===== src/rtl/sdr_frame_sequencer_pkg.sv =====
// Shared types and constants for the SDR frame sequencer: FSM state encoding,
// frame lengths with and without the parity T-bit, and the idle SDO level.
package sdr_frame_sequencer_pkg;

    typedef enum logic [2:0] {
        ST_IDLE  = 3'd0,
        ST_FETCH = 3'd1,
        ST_SHIFT = 3'd2,
        ST_PAR   = 3'd3,
        ST_FEND  = 3'd4,
        ST_DONE  = 3'd5
    } fseq_state_e;

    localparam int unsigned FRM_BITS_NOPAR = 8;
    localparam int unsigned FRM_BITS_PAR   = 9;
    localparam logic        SDO_IDLE       = 1'b1;

endpackage


===== src/rtl/sdr_frame_sequencer_bit_shifter.sv =====
// Serialiser for one frame: holds the payload byte, the current bit index and
// the odd-parity T-bit, and registers the SDO level driven onto the pin.
module fseq_bit_shifter
    import sdr_frame_sequencer_pkg::*;
#(
    parameter int unsigned FRAME_BITS = FRM_BITS_NOPAR
) (
    input  logic       clk_i,
    input  logic       rst_i,
    input  logic       clr_i,
    input  logic       load_i,
    input  logic       adv_i,
    input  logic [7:0] data_i,
    output logic       sdo_o,
    output logic       last_bit_o
);

    localparam bit         HAS_PAR   = (FRAME_BITS == FRM_BITS_PAR);
    localparam logic [2:0] IDX_FIRST = 3'(FRM_BITS_NOPAR - 1);

    logic [7:0] shreg_q, shreg_d;
    logic [2:0] idx_q, idx_d;
    logic       sdo_q, sdo_d;
    logic       par_q, par_d;

    always_comb begin
        shreg_d = shreg_q;
        idx_d   = idx_q;
        sdo_d   = sdo_q;
        par_d   = par_q;
        if (clr_i) begin
            shreg_d = '0;
            idx_d   = '0;
            sdo_d   = SDO_IDLE;
            par_d   = 1'b0;
        end else if (load_i) begin
            shreg_d = data_i;
            idx_d   = IDX_FIRST;
            sdo_d   = data_i[7];
            par_d   = ~^data_i;
        end else if (adv_i) begin
            if (idx_q != '0) begin
                shreg_d = {shreg_q[6:0], 1'b0};
                idx_d   = idx_q - 1'b1;
                sdo_d   = shreg_q[6];
            end else begin
                // Past bit 0 the only remaining symbol is the T-bit, if any.
                sdo_d = HAS_PAR ? par_q : SDO_IDLE;
            end
        end
    end

    always_ff @(posedge clk_i) begin
        if (rst_i) begin
            shreg_q <= '0;
            idx_q   <= '0;
            sdo_q   <= SDO_IDLE;
            par_q   <= 1'b0;
        end else begin
            shreg_q <= shreg_d;
            idx_q   <= idx_d;
            sdo_q   <= sdo_d;
            par_q   <= par_d;
        end
    end

    assign sdo_o      = sdo_q;
    assign last_bit_o = (idx_q == '0);

endmodule


===== src/rtl/sdr_frame_sequencer.sv =====
// Frame sequencer FSM: fetches bytes from the TX buffer and serialises them MSB
// first on bit ticks. Define FSEQ_PARITY_EN to append an odd-parity T-bit.
module sdr_frame_sequencer
    import sdr_frame_sequencer_pkg::*;
#(
    parameter int unsigned FRM_W = 8
) (
    input  logic             i_fseq_clk,
    input  logic             i_fseq_rst,
    input  logic             i_fseq_start,
    input  logic [FRM_W-1:0] i_fseq_no_frms,
    input  logic             i_fseq_abort,
    input  logic             i_fseq_bit_tick,
    input  logic [7:0]       i_fseq_data,
    input  logic             i_fseq_data_vld,
    output logic             o_fseq_data_req,
    output logic             o_fseq_sdo,
    output logic             o_fseq_sdo_en,
    output logic [FRM_W-1:0] o_fseq_frm_cnt,
    output logic             o_fseq_last_frame,
    output logic             o_fseq_busy,
    output logic             o_fseq_done
);

`ifdef FSEQ_PARITY_EN
    localparam int unsigned FRAME_BITS = FRM_BITS_PAR;
`else
    localparam int unsigned FRAME_BITS = FRM_BITS_NOPAR;
`endif

    fseq_state_e      state_q, state_d;
    logic [FRM_W-1:0] frm_cnt_q, frm_cnt_d;
    logic [FRM_W-1:0] nfrm_q, nfrm_d;
    logic [FRM_W-1:0] frm_inc;
    logic             req_q, req_d;
    logic             en_q, en_d;
    logic             last_q, last_d;
    logic             busy_q, busy_d;
    logic             done_q, done_d;
    logic             sh_clr, sh_load, sh_adv, sh_last_bit;

    assign frm_inc = frm_cnt_q + 1'b1;

    always_comb begin
        state_d   = state_q;
        frm_cnt_d = frm_cnt_q;
        nfrm_d    = nfrm_q;
        req_d     = req_q;
        en_d      = en_q;
        last_d    = last_q;
        busy_d    = busy_q;
        done_d    = 1'b0;
        sh_clr    = 1'b0;
        sh_load   = 1'b0;
        sh_adv    = 1'b0;
        // Abort outranks every per-state action, including tick and data_vld.
        if (state_q != ST_IDLE && i_fseq_abort) begin
            state_d = ST_IDLE;
            req_d   = 1'b0;
            en_d    = 1'b0;
            last_d  = 1'b0;
            busy_d  = 1'b0;
            sh_clr  = 1'b1;
        end else begin
            case (state_q)
                ST_IDLE: begin
                    if (i_fseq_start) begin
                        if (i_fseq_no_frms != '0) begin
                            state_d   = ST_FETCH;
                            nfrm_d    = i_fseq_no_frms;
                            frm_cnt_d = '0;
                            req_d     = 1'b1;
                            busy_d    = 1'b1;
                            last_d    = (i_fseq_no_frms == FRM_W'(1));
                        end else begin
                            done_d = 1'b1;
                        end
                    end
                end
                ST_FETCH: begin
                    if (i_fseq_data_vld) begin
                        sh_load = 1'b1;
                        req_d   = 1'b0;
                        en_d    = 1'b1;
                        state_d = ST_SHIFT;
                    end
                end
                ST_SHIFT: begin
                    if (i_fseq_bit_tick) begin
                        if (sh_last_bit) begin
`ifdef FSEQ_PARITY_EN
                            sh_adv  = 1'b1;
                            state_d = ST_PAR;
`else
                            sh_clr  = 1'b1;
                            en_d    = 1'b0;
                            state_d = ST_FEND;
`endif
                        end else begin
                            sh_adv = 1'b1;
                        end
                    end
                end
                ST_PAR: begin
                    if (i_fseq_bit_tick) begin
                        sh_clr  = 1'b1;
                        en_d    = 1'b0;
                        state_d = ST_FEND;
                    end
                end
                ST_FEND: begin
                    frm_cnt_d = frm_inc;
                    if (frm_inc == nfrm_q) begin
                        state_d = ST_DONE;
                        done_d  = 1'b1;
                        last_d  = 1'b0;
                    end else begin
                        state_d = ST_FETCH;
                        req_d   = 1'b1;
                        last_d  = (frm_inc == nfrm_q - 1'b1);
                    end
                end
                ST_DONE: begin
                    state_d = ST_IDLE;
                    busy_d  = 1'b0;
                end
                default: state_d = ST_IDLE;
            endcase
        end
    end

    always_ff @(posedge i_fseq_clk) begin
        if (i_fseq_rst) begin
            state_q   <= ST_IDLE;
            frm_cnt_q <= '0;
            nfrm_q    <= '0;
            req_q     <= 1'b0;
            en_q      <= 1'b0;
            last_q    <= 1'b0;
            busy_q    <= 1'b0;
            done_q    <= 1'b0;
        end else begin
            state_q   <= state_d;
            frm_cnt_q <= frm_cnt_d;
            nfrm_q    <= nfrm_d;
            req_q     <= req_d;
            en_q      <= en_d;
            last_q    <= last_d;
            busy_q    <= busy_d;
            done_q    <= done_d;
        end
    end

    fseq_bit_shifter #(
        .FRAME_BITS (FRAME_BITS)
    ) u_shifter (
        .clk_i      (i_fseq_clk),
        .rst_i      (i_fseq_rst),
        .clr_i      (sh_clr),
        .load_i     (sh_load),
        .adv_i      (sh_adv),
        .data_i     (i_fseq_data),
        .sdo_o      (o_fseq_sdo),
        .last_bit_o (sh_last_bit)
    );

    assign o_fseq_data_req   = req_q;
    assign o_fseq_sdo_en     = en_q;
    assign o_fseq_frm_cnt    = frm_cnt_q;
    assign o_fseq_last_frame = last_q;
    assign o_fseq_busy       = busy_q;
    assign o_fseq_done       = done_q;

endmodule


===== config.mk =====
export PLATFORM = sky130hd
export DESIGN_NAME = sdr_frame_sequencer
export DESIGN_NICKNAME = d
export VERILOG_FILES = /design/src/rtl/sdr_frame_sequencer_pkg.sv /design/src/rtl/sdr_frame_sequencer_bit_shifter.sv /design/src/rtl/sdr_frame_sequencer.sv
export SDC_FILE = /design/constraint.sdc
export NUM_CORES = 1
export LEC_CHECK = 0
export BUFFER_PORTS_ARGS = -buffer_cell sky130_fd_sc_hd__buf_2
export CAP_MARGIN = 20
export CORE_ASPECT_RATIO = 0.8
export CORE_MARGIN = 2
export CORE_UTILIZATION = 50
export DETAILED_ROUTE_END_ITERATION = 8
export PLACE_DENSITY = 0.86
export SLEW_MARGIN = 15
export SYNTH_ARGS = -nofsm -noshare
export SYNTH_HDL_FRONTEND = slang
export SYNTH_SLANG_ARGS = --single-unit

===== constraint.sdc =====
create_clock -name i_fseq_clk -period 2.1 [get_ports i_fseq_clk]
set_input_delay 0.21 -clock i_fseq_clk [delete_from_list [all_inputs] [get_ports i_fseq_clk]]
set_output_delay 0.21 -clock i_fseq_clk [all_outputs]
set_load 0.1 [all_outputs]

### Word-level counts from Yosys, hierarchy flattened

Index checks and enable logic that the tools add are counted.

* register bits after elaboration: 35
* bits of input ports: 22
* word-level logic and storage cells: 103

* $add $sub $neg: 3
* equal/unequal tests: 15
* muxes and demuxes: 51
* bitwise operators: 1
* reduce and logical (&&, ||, !) cells: 22

Operator list (number)
* $mux 3: 10
* $mux 1: 28
* $mux 7: 3
* $eq 8x8->1: 2
* $mux 8: 2
* $pmux 8 s2: 1
* $pmux 3 s5: 1
* $ne 2x2->1 const B: 7
* $reduce_bool 3->1: 4
* $reduce_and 5->1: 2
* $add 8x1->8 const B: 1
* $eq 8x1->1 const B: 1
* $pmux 1 s2: 4
* $reduce_and 4->1: 2
* $reduce_bool 2->1: 4
* $reduce_bool 8->1: 1
* $sub 8x1->8 const B: 1
* $eq 3x2->1 const B: 2
* $eq 3x3->1 const B: 2
* $logic_not 3->1: 2
* $pmux 1 s3: 2
* $reduce_and 3->1: 2
* $reduce_and 6->1: 1
* $reduce_or 2->1: 2
* other kinds (5): 5

### Longest topological paths before layout

Gate-level depths: netlist of the first run.

* depth after elaboration: 7
* depth in mapped cells: 8
* gate-level depth less buffers: 8

### Modules after synthesis

From an unflattened synthesis of the first run, not the netlist that was laid out.

* cell total of the unflattened synthesis: 264
* area, all modules: 2105.8 µm²

Modules (own cells, without submodules)
* sdr_frame_sequencer: times used 1, cells each 199, area each 1539.0 µm², seq. area each 480.5 µm²
* fseq_bit_shifter: times used 1, cells each 65, area each 566.8 µm², seq. area each 220.2 µm²

### Least setup slack after synthesis of the first run

Ideal clock, no wire load.

* kind: reg-to-reg
* start point: register frm_cnt_q[0] (netlist: o_fseq_frm_cnt[0])
* end point: register req_q (netlist: o_fseq_data_req)
* data arrival time: 2687 ps
* slack: -709 ps
* cell stages (with the launch flop): 9
* clock period less this slack: 2809 ps
* cells stage by stage: dfxtp_1 > ha_1 > nand3_2 > or2_1 > clkbuf_1 > xnor3_1 > nand4_2 > o31ai_1 > a21oi_1

* cells in the longest elaborated chain, start to end: 4

RTL lines
* start: declaration: line sdr_frame_sequencer.sv:32 `logic [FRM_W-1:0] frm_cnt_q, frm_cnt_d;`
* start signal: assignment: line sdr_frame_sequencer.sv:144 `frm_cnt_q <= frm_cnt_d;`
* $add 8x1->8: line sdr_frame_sequencer.sv:42 `assign frm_inc = frm_cnt_q + 1'b1;`
* $eq 8x8->1: line sdr_frame_sequencer.sv:113 `if (frm_inc == nfrm_q) begin`
* $ne 2x2->1 (no line)
* $reduce_and 5->1 (no line)
* end signal: assignment: line sdr_frame_sequencer.sv:146 `req_q <= req_d;`
* end: declaration: line sdr_frame_sequencer.sv:35 `logic req_q, req_d;`

Every way passes these cells.
A chain may end at the register's enable or synchronous reset.

### Final worst setup path of the first run

* start point: register frm_cnt_q[0] (netlist: o_fseq_frm_cnt[0])
* end point: register done_q (netlist: o_fseq_done)

* cells in the longest elaborated chain, start to end: 4

RTL lines
* $add 8x1->8: line sdr_frame_sequencer.sv:42
* $eq 8x8->1: line sdr_frame_sequencer.sv:113
* $mux 1: line sdr_frame_sequencer.sv:113
* $pmux 1 s2: line sdr_frame_sequencer.sv:65 `case (state_q)`
* end signal: assignment: line sdr_frame_sequencer.sv:150 `done_q <= done_d;`
* end: declaration: line sdr_frame_sequencer.sv:39 `logic done_q, done_d;`

Every way passes these cells.

==> results.sh, run 1 <==
export IMPL_status="complete, no violations"
export IMPL_clock_sinks=35
export IMPL_critPathMaxStageDelay_ns=0.40
export IMPL_cts_tree="done"
export IMPL_post_cts_buffers=0
export IMPL_final_cell_mix="buf_2, nand2_1, dfxtp_1"
export IMPL_root_buffer="clkbuf_8"
export IMPL_gp_congestion=0.957
export IMPL_port_buffers=35
export IMPL_dp_hpwl_um=3760
export IMPL_max_freq_mhz=510
export IMPL_postRouteAntennaNets=0
export IMPL_grt_max_degree=20
export IMPL_synth_enable_flop_cells=0
export IMPL_tightest_slew_ns=0.563
export IMPL_nets=319
export IMPL_async_flop_share_pct=0
export IMPL_synthToLayoutAreaGrowth_pct=18.4
export IMPL_synth_top_area_share_pct=34.2
export IMPL_period_share_pct=93.3
export IMPL_pin_count=36
export IMPL_grt_overflow_total=0
export IMPL_post_route_drc_count=0
export IMPL_synth_flop_cell="dfxtp_1"
export IMPL_final_common_cell="buf_2"
export IMPL_path_class="register to register"
export IMPL_max_slew_margin_rel_pct=62.2
export IMPL_grt_pass1_wl_um=7860
export IMPL_htree_levels=2
export IMPL_crit_family="simple AND/OR/NAND/NOR gates"
export IMPL_worstPathCellList="ha_4 > nand3_2 > or2_1 > xnor3_1 > nand4_2 > nor3_2 > o211a_1"
export IMPL_cts_resized=0
export IMPL_syn_inst=256
export IMPL_drt_pass1_iter_count=4
export IMPL_cts_made_buffers=5
export IMPL_coreArea_um2=3850
export IMPL_drtIter0Drc=178
export IMPL_num_vias=1958
export IMPL_p_total_mw=1.61
export IMPL_cp_end_kind="register"
export IMPL_dieArea_um2=4630
export IMPL_num_rows=20
export IMPL_fin_tns_setup_ns=0
export IMPL_powerDensity_nw_per_um2=665
export IMPL_crit_buf_inv=0
export IMPL_cp_max_fo=7
export IMPL_yosysTopAreaCell="dfxtp_1"
export IMPL_setup_viol=0
export IMPL_initial_core_util_pct=53.1
export IMPL_routed_wl_um=4890
export IMPL_cts_hold_buf=0
export IMPL_hold_viol_final=0
export IMPL_n_antenna_cell=0
export IMPL_hp_class="input port to register"
export IMPL_cp_arrival_ns=2.19
export IMPL_irDropWorstVdd_mv=0.458
export IMPL_clkLatencyLatePin_ns=0.29
export IMPL_path_clk_slew_ns=0.07
export IMPL_critPathLaunchType="register"
export IMPL_clk_path_buf_depth=2
export IMPL_yosysUniqueCellTypes=55
export IMPL_syn_area_um2=2050
export IMPL_drv_cap=0
export IMPL_period_minus_slack_ns=1.96
export IMPL_die_h_um=61.2
export IMPL_reg2reg_slack_ns=0.14
export IMPL_p_leak_nw=0.975
export IMPL_yosysSeqAreaShare_pct=34.2
export IMPL_synth_nets=282
export IMPL_chipWidth_um=75.5
export IMPL_grtUsageTotal_pct=22.9
export IMPL_synthTopCellsByArea="dfxtp_1, xnor2_1, nand2_1"
export IMPL_worst_ep_required_time_ns=2.33
export IMPL_slew_violations=0
export IMPL_finalClockSkew_ns=0.00496
export IMPL_grt_pass1_vias=1676
export IMPL_via_per_inst=5.61
export IMPL_avgSynthCellArea_um2=8.00
export IMPL_yosys_register_bits=35
export IMPL_layout_drive_gt1_share_pct=24.8
export IMPL_yosysWarnings=0
export IMPL_wl_per_cell_um=14.0
export IMPL_rsz0062_at_grt="no"
export IMPL_cp_slowest_cell="dfxtp_4"
export IMPL_antenna_found_initial=0
## report_power, final
group          total, mW  internal [mW]  switching [mW]
logic              0.368          0.139           0.229
clock network      0.527          0.269           0.258
registers          0.718          0.689          0.0293
total               1.61           1.10           0.516
## layer usage
metal  vias to the layer above  track usage, %  routed length, um
met5                         -               0                  0
met4                         0            7.77                 58
met3                         5            3.93                383
met2                        67            33.5               2110
met1                       910            34.2               2340
li1                        976               -                  -
## worst register-to-register path: cells and delay by family (launching register included)
| family | cells | cell delay (ns) |
|---|---|---|
| XOR/XNOR | 1 | 0.26 |
| AO/OA/AOI/OAI | 1 | 0.18 |
| flip-flops | 1 | 0.40 |
| adder cells (fa/ha/maj) | 1 | 0.18 |
| AND/OR/NAND/NOR | 4 | 0.88 |
## sequential cells by signal, summed over array words and instances, names as in the netlist
register	count
o_fseq_data_req	1
u_shifter.sdo_o	1
o_fseq_sdo_en	1
nfrm_q	8
o_fseq_frm_cnt	8
o_fseq_busy	1
state_q	3
u_shifter.shreg_q	7
u_shifter.idx_q	3
o_fseq_last_frame	1
o_fseq_done	1
## cell type report
cell class,count,area (um2)
clock inverters,2,15.0
fillers,343,1430
clock buffers,6,82.6
repair buffers,45,250
well taps,55,68.8
flip-flops and latches,35,719
multi-input cells,195,1250
inverters,11,41.3
## cells by family after synthesis
family,count (synthesis),synth area share [%]
buffers and inverters,26,5.50
DFF,35,34.2
AOI/OAI and AO/OA,64,20.8
and+or+nand+nor,103,25.8
adders and majority gates,4,2.45
xor gates and xnor gates,20,9.23
muxes,4,1.96
## cell usage after synthesis, types with 4 or more instances
library cell and instances:
a21oi_1 18, a22oi_1 7, a31oi_1 4, clkbuf_1 10, dfxtp_1 35, ha_1 4
inv_1 11, mux2i_1 4, nand2_1 33, nand2b_1 5, nand3_1 4, nor2_1 24
nor2b_1 5, nor3_1 7, nor3_2 5, o21ai_0 8, or3_1 4, xnor2_1 15
xor2_1 4
## final timing paths
path | startpoint | to | cells after the start
setup / recovery | o_fseq_frm_cnt[0] | o_fseq_done | 7
setup reg to reg | o_fseq_frm_cnt[0] | o_fseq_done | 7
hold / removal | i_fseq_data[7] | u_shifter.sdo_o | 2
hold reg to reg | o_fseq_sdo_en | o_fseq_sdo_en | 2
## metrics by stage
| step | hold WS [ns] | util [%] | worst slack, ns | area, um2 | instances |
|---|---|---|---|---|---|
| final | 0.147 | 62.9 | 0.141 | 2420 | 349 |
| after global routing | 0.155 | 62.9 | 0.00217 | 2420 | 349 |
| after detailed placement | 0.440 | 60.4 | 0.179 | 2330 | 341 |
| after CTS | 0.139 | 62.9 | 0.144 | 2420 | 349 |
| after global placement | 0.417 | 60.4 | 0.239 | 2330 | 341 |
| after floorplan | 0.328 | - | 0.0172 | 2080 | 256 |
Power figures use the tool's default switching activity.
==> inputs of run 2 (changes only) <==
--- a/config.mk
+++ b/config.mk
@@ -15,4 +15,5 @@
 export SLEW_MARGIN = 15
 export SYNTH_ARGS = -nofsm -noshare
 export SYNTH_HDL_FRONTEND = slang
+export SYNTH_HIERARCHICAL = 1
 export SYNTH_SLANG_ARGS = --single-unit
==> run 2 against run 1 <==
Net effect:
- clock-buffer cell count did not move
- critical endpoint is now u_shifter/shreg_q[5]
- sequential cell count is the same
- largest power group unchanged
- final cell count rose by 3.4%
==> results.sh, run 2 <==
export IMPL_status="complete, no violations"
export IMPL_coreArea_um2=4130
export IMPL_gp_congestion=0.852
export IMPL_dp_hpwl_um=3550
export IMPL_root_buffer="clkbuf_8"
export IMPL_path_clk_slew_ns=0.07
export IMPL_grt_pass1_vias=1750
export IMPL_grt_pass1_wl_um=7920
export IMPL_irDropWorstVdd_mv=0.410
export IMPL_yosys_register_bits=35
export IMPL_layout_drive_gt1_share_pct=24.7
export IMPL_cp_max_fo=13
export IMPL_post_route_worst_setup_slack_ns=0.115
export IMPL_finalClockSkew_ns=0.00647
export IMPL_path_class="register to register"
export IMPL_slew_violations=0
export IMPL_postRouteAntennaNets=0
export IMPL_num_vias=2031
export IMPL_num_rows=21
export IMPL_wl_per_cell_um=13.4
export IMPL_tightest_slew_ns=0.486
export IMPL_critPathLaunchType="register"
export IMPL_synth_most_common_cell="dfxtp_1"
export IMPL_synth_flop_cell="dfxtp_1"
export IMPL_synthToLayoutAreaGrowth_pct=16.6
export IMPL_pin_count=36
export IMPL_p_leak_nw=0.975
export IMPL_period_minus_slack_ns=1.98
export IMPL_yosysWarnings=6
export IMPL_antenna_found_initial=0
export IMPL_via_per_inst=5.63
export IMPL_syn_inst=264
export IMPL_initial_core_util_pct=51.0
export IMPL_yosysTopAreaCell="dfxtp_1"
export IMPL_yosysUniqueCellTypes=52
export IMPL_final_cell_mix="buf_2, dfxtp_1, nor2_1"
export IMPL_clock_sinks=35
export IMPL_grtUsageTotal_pct=21.2
export IMPL_clk_path_buf_depth=2
export IMPL_synth_common_cells="dfxtp_1, nor2_1, o21ai_0"
export IMPL_avgSynthCellArea_um2=7.98
export IMPL_drtIter0Drc=161
export IMPL_n_antenna_cell=0
export IMPL_htree_levels=2
export IMPL_post_route_drc_count=0
export IMPL_port_buffers=35
export IMPL_max_slew_margin_rel_pct=67.8
export IMPL_rsz0062_at_grt="yes"
export IMPL_chipWidth_um=76.6
export IMPL_yosysSeqAreaShare_pct=33.3
export IMPL_drv_cap=0
export IMPL_synth_enable_flop_cells=0
export IMPL_routed_wl_um=4820
export IMPL_cts_made_buffers=5
export IMPL_powerDensity_nw_per_um2=667
export IMPL_p_total_mw=1.64
export IMPL_cp_end_kind="register"
export IMPL_synth_top_area_share_pct=33.3
export IMPL_grt_max_degree=21
export IMPL_die_h_um=62.0
export IMPL_cts_tree="done"
export IMPL_synth_nets=290
export IMPL_hp_class="input port to register"
export IMPL_post_cts_buffers=0
export IMPL_final_common_cell="buf_2"
export IMPL_drt_pass1_iter_count=5
export IMPL_post_route_util_pct=59.5
export IMPL_grt_overflow_total=0
export IMPL_setup_viol=0
export IMPL_syn_area_um2=2110
export IMPL_max_freq_mhz=504
export IMPL_synthTopCellsByArea="dfxtp_1, xnor2_1, o21ai_0"
export IMPL_hold_viol_final=0
export IMPL_fin_tns_setup_ns=0
export IMPL_nets=330
export IMPL_worst_ep_required_time_ns=2.26
export IMPL_dieArea_um2=4750
export IMPL_cp_arrival_ns=2.14
export IMPL_async_flop_share_pct=0
export IMPL_period_share_pct=94.5
export IMPL_post_place_ws_ns=0.0937
export IMPL_clkLatencyLatePin_ns=0.29
==> run 2: metal layers <==
metal | track usage (%) | up-vias | share of wire (%)
li1 | - | 1012 | -
met1 | 27.5 | 952 | 48
met2 | 35.1 | 57 | 46
met3 | 4.34 | 10 | 4.4
met4 | 9.61 | 0 | 1.6
met5 | 0 | - | 0
==> run 2: cell type report <==
type,count,area (um2)
timing repair inverter,1,5.00
timing repair buffer,46,262
tap,57,71.3
fill,381,1670
multi-input combinational,202,1250
clock inverter,1,30.0
inverter,13,57.6
sequential,35,708
clock buffer,6,72.6
==> run 2: cell families after synthesis <==
family / share of synthesized area, %
flops: 33.3
compound gates: 20.6
buf+inv: 7.61
mux: 2.91
simple gates: 24.5
xor+xnor: 8.73
fa+ha+maj: 2.38
==> run 2: report_power, final <==
part	total, mW	leakage (nW)	switching [mW]	internal (mW)
registers	0.719	0.288	0.0282	0.691
clock network	0.587	0.0513	0.239	0.348
logic	0.333	0.636	0.207	0.126
==> run 2: path summary, 6_finish.rpt <==
check / slack, ns / from / endpoint / cells after the start
setup reg to reg: 0.12 / u_shifter/idx_q[0] / u_shifter/shreg_q[5] / 9
hold reg to reg: 0.49 / u_shifter/shreg_q[3] / u_shifter/shreg_q[4] / 2
hold / removal: 0.14 / i_fseq_data[7] / u_shifter/sdo_o / 3
setup / recovery: 0.12 / u_shifter/idx_q[0] / u_shifter/shreg_q[5] / 9
==> run 2: stage by stage <==
| step | cell area, um2 | instances | hold WS (ns) |
|---|---|---|---|
| after floorplan | 2110 | 264 | 0.287 |
| after CTS | 2440 | 360 | 0.137 |
| final | 2460 | 361 | 0.137 |
| after global placement | 2330 | 353 | 0.433 |
| after global routing | 2460 | 361 | 0.169 |
| after detailed placement | 2330 | 353 | 0.440 |
==> run 2: worst max-delay path, stage by stage (launching register included) <==
cell	delay, ns
dfxtp_2	0.34
inv_1	0.07
ha_1	0.23
nand2b_4	0.15
inv_6	0.07
nor3_1	0.17
and4_4	0.29
clkinvlp_2	0.21
o21ai_0	0.21
a31oi_1	0.10
==> run 2: what timing repair did <==
| action | CTS | global route |
|---|---|---|
| setup endpoints to repair | 0 | 13 |
| hold buffers | 0 | 0 |
| gates resized for setup | 0 | 6 |
